--- config.mk ---
export PLATFORM = sky130hd
export DESIGN_NAME = fetch_unit
export DESIGN_NICKNAME = d
export VERILOG_FILES = /design/src/rtl/fetch_unit.sv
export SDC_FILE = /design/constraint.sdc
export NUM_CORES = 1
export LEC_CHECK = 0
export ABC_AREA = 1
export CAP_MARGIN = 20
export CORE_AREA = 2 2 127 129
export DETAILED_ROUTE_END_ITERATION = 12
export DIE_AREA = 0 0 129 131
export GPL_TIMING_DRIVEN = 0
export PLACE_DENSITY = 0.84
export SLEW_MARGIN = 20
export SYNTH_ARGS = -nofsm -noshare
export SYNTH_HDL_FRONTEND = slang
export SYNTH_SLANG_ARGS = --single-unit
export TNS_END_PERCENT = 30
--- constraint.sdc ---
create_clock -name clk -period 2.79 [get_ports clk]
set_input_delay 0.279 -clock clk [delete_from_list [all_inputs] [get_ports clk]]
set_output_delay 0.279 -clock clk [all_outputs]
set_load 0.01 [all_outputs]
--- src/rtl/fetch_unit.sv ---
// Instruction-fetch stage: owns the PC, keeps at most one instruction-cache read
// in flight, and feeds {pc, instruction} into the IF/ID register through its load/flush controls.
module fetch_unit #(
  parameter logic [31:0] RESET_PC = 32'h0000_0060,
  parameter logic [31:0] PC_STEP  = 32'd4
) (
  input  logic        clk,
  input  logic        rst,
  output logic [31:0] imem_address,
  output logic        imem_read,
  input  logic [31:0] imem_rdata,
  input  logic        imem_resp,
  input  logic        stall,
  input  logic        redirect,
  input  logic [31:0] redirect_pc,
  output logic        if_id_load,
  output logic        if_id_flush,
  output logic [31:0] if_id_pc,
  output logic [31:0] if_id_instr
);

  typedef enum logic [1:0] {
    FETCH   = 2'd0,
    HOLD    = 2'd1,
    DISCARD = 2'd2
  } state_t;

  state_t      r_state;
  logic [31:0] r_pc;
  logic [31:0] r_pendingPc;
  logic [31:0] r_bufPc;
  logic [31:0] r_bufInstr;
  logic        r_active;

  logic [31:0] w_nextPc;
  logic [31:0] w_targetPc;

  assign w_nextPc   = r_pc + PC_STEP;
  assign w_targetPc = redirect_pc & 32'hFFFF_FFFC;

  // r_active keeps the stage quiet until the first edge after reset release,
  // so a cache response still arriving from before the reset is never accepted.
  always_ff @(posedge clk or negedge rst) begin
    if (!rst) begin
      r_state     <= FETCH;
      r_pc        <= RESET_PC;
      r_pendingPc <= RESET_PC;
      r_bufPc     <= 32'd0;
      r_bufInstr  <= 32'd0;
      r_active    <= 1'b0;
    end else if (!r_active) begin
      r_active <= 1'b1;
    end else begin
      case (r_state)
        FETCH: begin
          if (redirect) begin
            if (imem_resp) begin
              r_pc <= w_targetPc;
            end else begin
              r_pendingPc <= w_targetPc;
              r_state     <= DISCARD;
            end
          end else if (imem_resp) begin
            if (stall) begin
              r_bufPc    <= r_pc;
              r_bufInstr <= imem_rdata;
              r_state    <= HOLD;
            end else begin
              r_pc <= w_nextPc;
            end
          end
        end
        HOLD: begin
          if (redirect) begin
            r_bufPc    <= 32'd0;
            r_bufInstr <= 32'd0;
            r_pc       <= w_targetPc;
            r_state    <= FETCH;
          end else if (!stall) begin
            r_pc    <= w_nextPc;
            r_state <= FETCH;
          end
        end
        DISCARD: begin
          // The stale request keeps r_pc on the bus; only the newest target survives.
          if (imem_resp) begin
            r_pc    <= redirect ? w_targetPc : r_pendingPc;
            r_state <= FETCH;
          end else if (redirect) begin
            r_pendingPc <= w_targetPc;
          end
        end
        default: r_state <= FETCH;
      endcase
    end
  end

  always_comb begin
    imem_read    = 1'b0;
    imem_address = r_pc;
    if_id_load   = 1'b0;
    if_id_flush  = 1'b0;
    if_id_pc     = 32'd0;
    if_id_instr  = 32'd0;
    if (r_active) begin
      case (r_state)
        FETCH: begin
          imem_read = 1'b1;
          if (redirect) begin
            if_id_load  = 1'b1;
            if_id_flush = 1'b1;
          end else if (imem_resp && !stall) begin
            if_id_load  = 1'b1;
            if_id_pc    = r_pc;
            if_id_instr = imem_rdata;
          end
        end
        HOLD: begin
          if (redirect) begin
            if_id_load  = 1'b1;
            if_id_flush = 1'b1;
          end else if (!stall) begin
            if_id_load  = 1'b1;
            if_id_pc    = r_bufPc;
            if_id_instr = r_bufInstr;
          end
        end
        DISCARD: begin
          imem_read = 1'b1;
          if (redirect) begin
            if_id_load  = 1'b1;
            if_id_flush = 1'b1;
          end
        end
        default: imem_read = 1'b0;
      endcase
    end
  end

endmodule

==> metrics <==
Top Usage Layer GRT met2; fmax 373 MHz; critical path buffer and inverter count 4; Seq pwr share 37.7%; syn nets 1118; P_int 0.00592 W; fraction of layout instances using a drive strength above 1 8.24%; Synth async-reset ratio 100%; clk_skew 6.36 ps; Ys Warns 0; Post-synth EDFFs 0; final WL 24100 microns; remaining global-route overflow 0; Net Sw Frac 41.0%; syn avg cell area 7.23 sq um; hold crit path type input port to flop; combinational power share 39.8%; Crit Path Max Fanout 10; pre-CTS setup slack -175 ps; Setup crit end kind primary output; Clk pwr share 22.4%; vias per inst 5.48; worst reg2reg setup slack 780 ps; WP data arrival 2400 ps; non-filler cells, final 1466; met1 Track Usage GR 37.8%; via count 8037; root buffer cell clkbuf_16; Clock Pin Slew Worst Setup and Hold Paths 50 ps; Worst IR Drop VDD 502 uV; first-pass GRT wire length 38000 microns; power after layout 0.0100 W; Iter 0 DRT Violations 763; met2 usage in global routing 47.9%; antenna-violating nets left 0; Clock Path Buffers 2; largest net degree at the start of global routing 73; Slew @ Worst Pin 541 ps; Max-cap violations 0; Top delay family on crit path buffers and inverters; initial core utilization 48.6%; Psw 0.00410 W; setup ws final 109 ps; GPL Wtd Cong 0.905; initial antenna violation count 0; row count 46; Power Density 972 nW/um^2; grt met3 use 6.68%; H-Tree Depth 4; Main synth FF type dfrtp_1; Final Util 66.1%; WP data required 2510 ps; crit-path cells nor2_2 -> inv_2 -> nor4_4 -> buf_4 -> buf_6 -> a22oi_1 -> nor2_1 -> clkdlybuf4s50_1; CTS tree done; I/O pins 168; Fill cells 1271; sequential share of the synthesized area 43.3%; overall die area 16900 sq um; Hold Vio Cnt, Final 0; Rel. slew slack 64.0%; die width 129 microns; Post-Syn Area 7580 sq um; Final min period 2680 ps; Core Area 15600 sq um; flop and latch count out of synthesis 131; CP startpoint kind flop; area delta synth->final 36.0%; Cells after DPL 1428; Final HPWL DP 17800 microns; vias in the first global route 7465; clk_lat worst skew 420 ps; WHS 314 ps; Static Leak 5.56 nW; routed length per instance 16.5 microns; final number of setup-violating endpoints 0; RSZ-0062 raised after global routing yes; Synth cell types 36; final worst-path cycle share 96.1%; port bufs 163; Die Y 131 microns; DR pass1 iterations 6; NumNets Final 1307; Inserted Diodes 0; final slew viol count 0; Num CTS Buffers 17; CTS Sinks 131; drc violations 0; GRT Resource Usage Total 28.9%; Crit Path Class flop to primary output; slowest CP cell clkdlybuf4s50_1; status finished, final reports clean; max incr delay on CP 540 ps; Mapped Cells 1048
==> final cells by class <==
type / instances / area (sq um) / share of cell area [%]
Buffer: 64 / 360 / 3.50
Clock buffer: 23 / 498 / 4.83
Clock inverter: 9 / 101 / 0.983
Inverter: 116 / 435 / 4.22
Multi-Input combinational cell: 737 / 3530 / 34.2
Sequential cell: 131 / 3280 / 31.9
Tap cell: 216 / 270 / 2.62
Timing Repair Buffer: 170 / 1830 / 17.8
==> registers in the layout, summed over array words and instances (netlist names) <==
register      flops
imem_address     32
r_state           2
r_bufPc          32
r_pendingPc      32
r_bufInstr       32
r_active          1
==> cell usage after synthesis (2+ instances only) <==
cell | count | area share (%)
o31ai_1 | 2 | 0.20
a211oi_1 | 22 | 2.2
xor2_1 | 4 | 0.46
a31oi_1 | 5 | 0.41
and2_1 | 2 | 0.17
nor2_1 | 169 | 8.4
nand2_1 | 267 | 13
buf_6 | 6 | 0.89
inv_1 | 109 | 5.4
dfrtp_1 | 127 | 42
dfstp_2 | 4 | 1.4
o22ai_1 | 32 | 2.6
buf_2 | 33 | 2.2
inv_2 | 7 | 0.35
a22oi_1 | 68 | 6.7
nor2_4 | 3 | 0.45
clkbuf_1 | 21 | 1.0
nor3_1 | 3 | 0.20
a21oi_1 | 32 | 2.1
o21ai_0 | 55 | 3.6
nand3_1 | 59 | 3.9
o221ai_1 | 2 | 0.23
buf_4 | 3 | 0.30
==> routing by layer <==
layer,vias to the layer above,routed length [microns]
li1,3826,-
met5,-,0
met3,40,1950
met4,0,502
met1,3758,10100
met2,413,11600
==> worst min-delay path: stages <==
cell and delay (ps):
buf_2 220, nand2_1 130, a21oi_1 60
==> kinds of logic (layout without fill, tap and decap cells) <==
| logic type | Yosys count | in the layout | synth area share [%] |
|---|---|---|---|
| buf+inv | 180 | 382 | 10.2 |
| xor+xnor | 4 | 4 | 0.462 |
| flops | 131 | 131 | 43.3 |
| other cells | 1 | 1 | 0.0495 |
| compound gates | 223 | 223 | 18.7 |
| simple gates | 508 | 508 | 27.1 |
| fa+ha+maj | 1 | 1 | 0.165 |
==> power groups by stage <==
stage	Combinational, W	Sequential [W]	Clock, W
CTS	0.00395	0.00374	0.00226
global placement	0.00378	0.00372	0
finish	0.00399	0.00378	0.00225
detailed placement	0.00390	0.00376	0
floorplan	0.00241	0.00355	0
global route	0.00446	0.00389	0.00236
==> metrics by stage <==
step | TNS (ps) | cell area (sq um)
floorplan | 0 | 7580
global placement | -484320 | 9480
detailed placement | -2230 | 9520
CTS | 0 | 10200
global route | -62.3 | 10300
finish | 0 | 10300
==> cell usage in the layout (no fill, tap or decap), types with 2 or more instances in the layout <==
master,synthesis,layout
clkbuf_1,21,22
dfstp_2,4,4
a211oi_1,22,22
a31oi_1,5,5
clkbuf_16,0,17
buf_2,33,27
clkbuf_8,0,5
nand2_1,267,267
clkdlybuf4s50_1,0,105
bufinv_16,0,2
buf_6,6,9
nor3_1,3,3
dlygate4sd2_1,0,10
and2_1,2,2
nor2_4,3,3
a21oi_1,32,32
dlymetal6s2s_1,0,47
clkinv_2,0,5
o21ai_0,55,55
nand3_1,59,59
nor2_1,169,168
inv_1,109,109
inv_2,7,7
buf_4,3,10
o221ai_1,2,2
o31ai_1,2,2
nor2_2,1,2
xor2_1,4,4
o22ai_1,32,32
a22oi_1,68,68
dfrtp_1,127,126
==> worst paths after layout <==
kind / cells after the start / to / from
worst max-delay path: 8 / if_id_instr[23] / r_state[1]$_DFFE_PN0P_
worst min-delay path: 3 / r_state[1]$_DFFE_PN0P_ / redirect
worst max register to register: 10 / imem_address[21]$_DFFE_PN0P_ / imem_address[2]$_DFFE_PN0P_
worst min register to register: 2 / r_pendingPc[5]$_DFFE_PN1P_ / r_pendingPc[5]$_DFFE_PN1P_
max in group asynchronous: 3 / r_pendingPc[5]$_DFFE_PN1P_ / rst
min in group asynchronous: 2 / r_bufInstr[24]$_DFFE_PN0P_ / rst
==> repair_timing <==
item	4_1_cts	5_1_grt
hold buffers	1	0
pin swaps	4	1
gates resized for setup	17	51
buffers inserted	4	1
hold endpoints to repair	59	0
endpoints found under the setup margin	64	51
(Power assumes the default switching activity.)
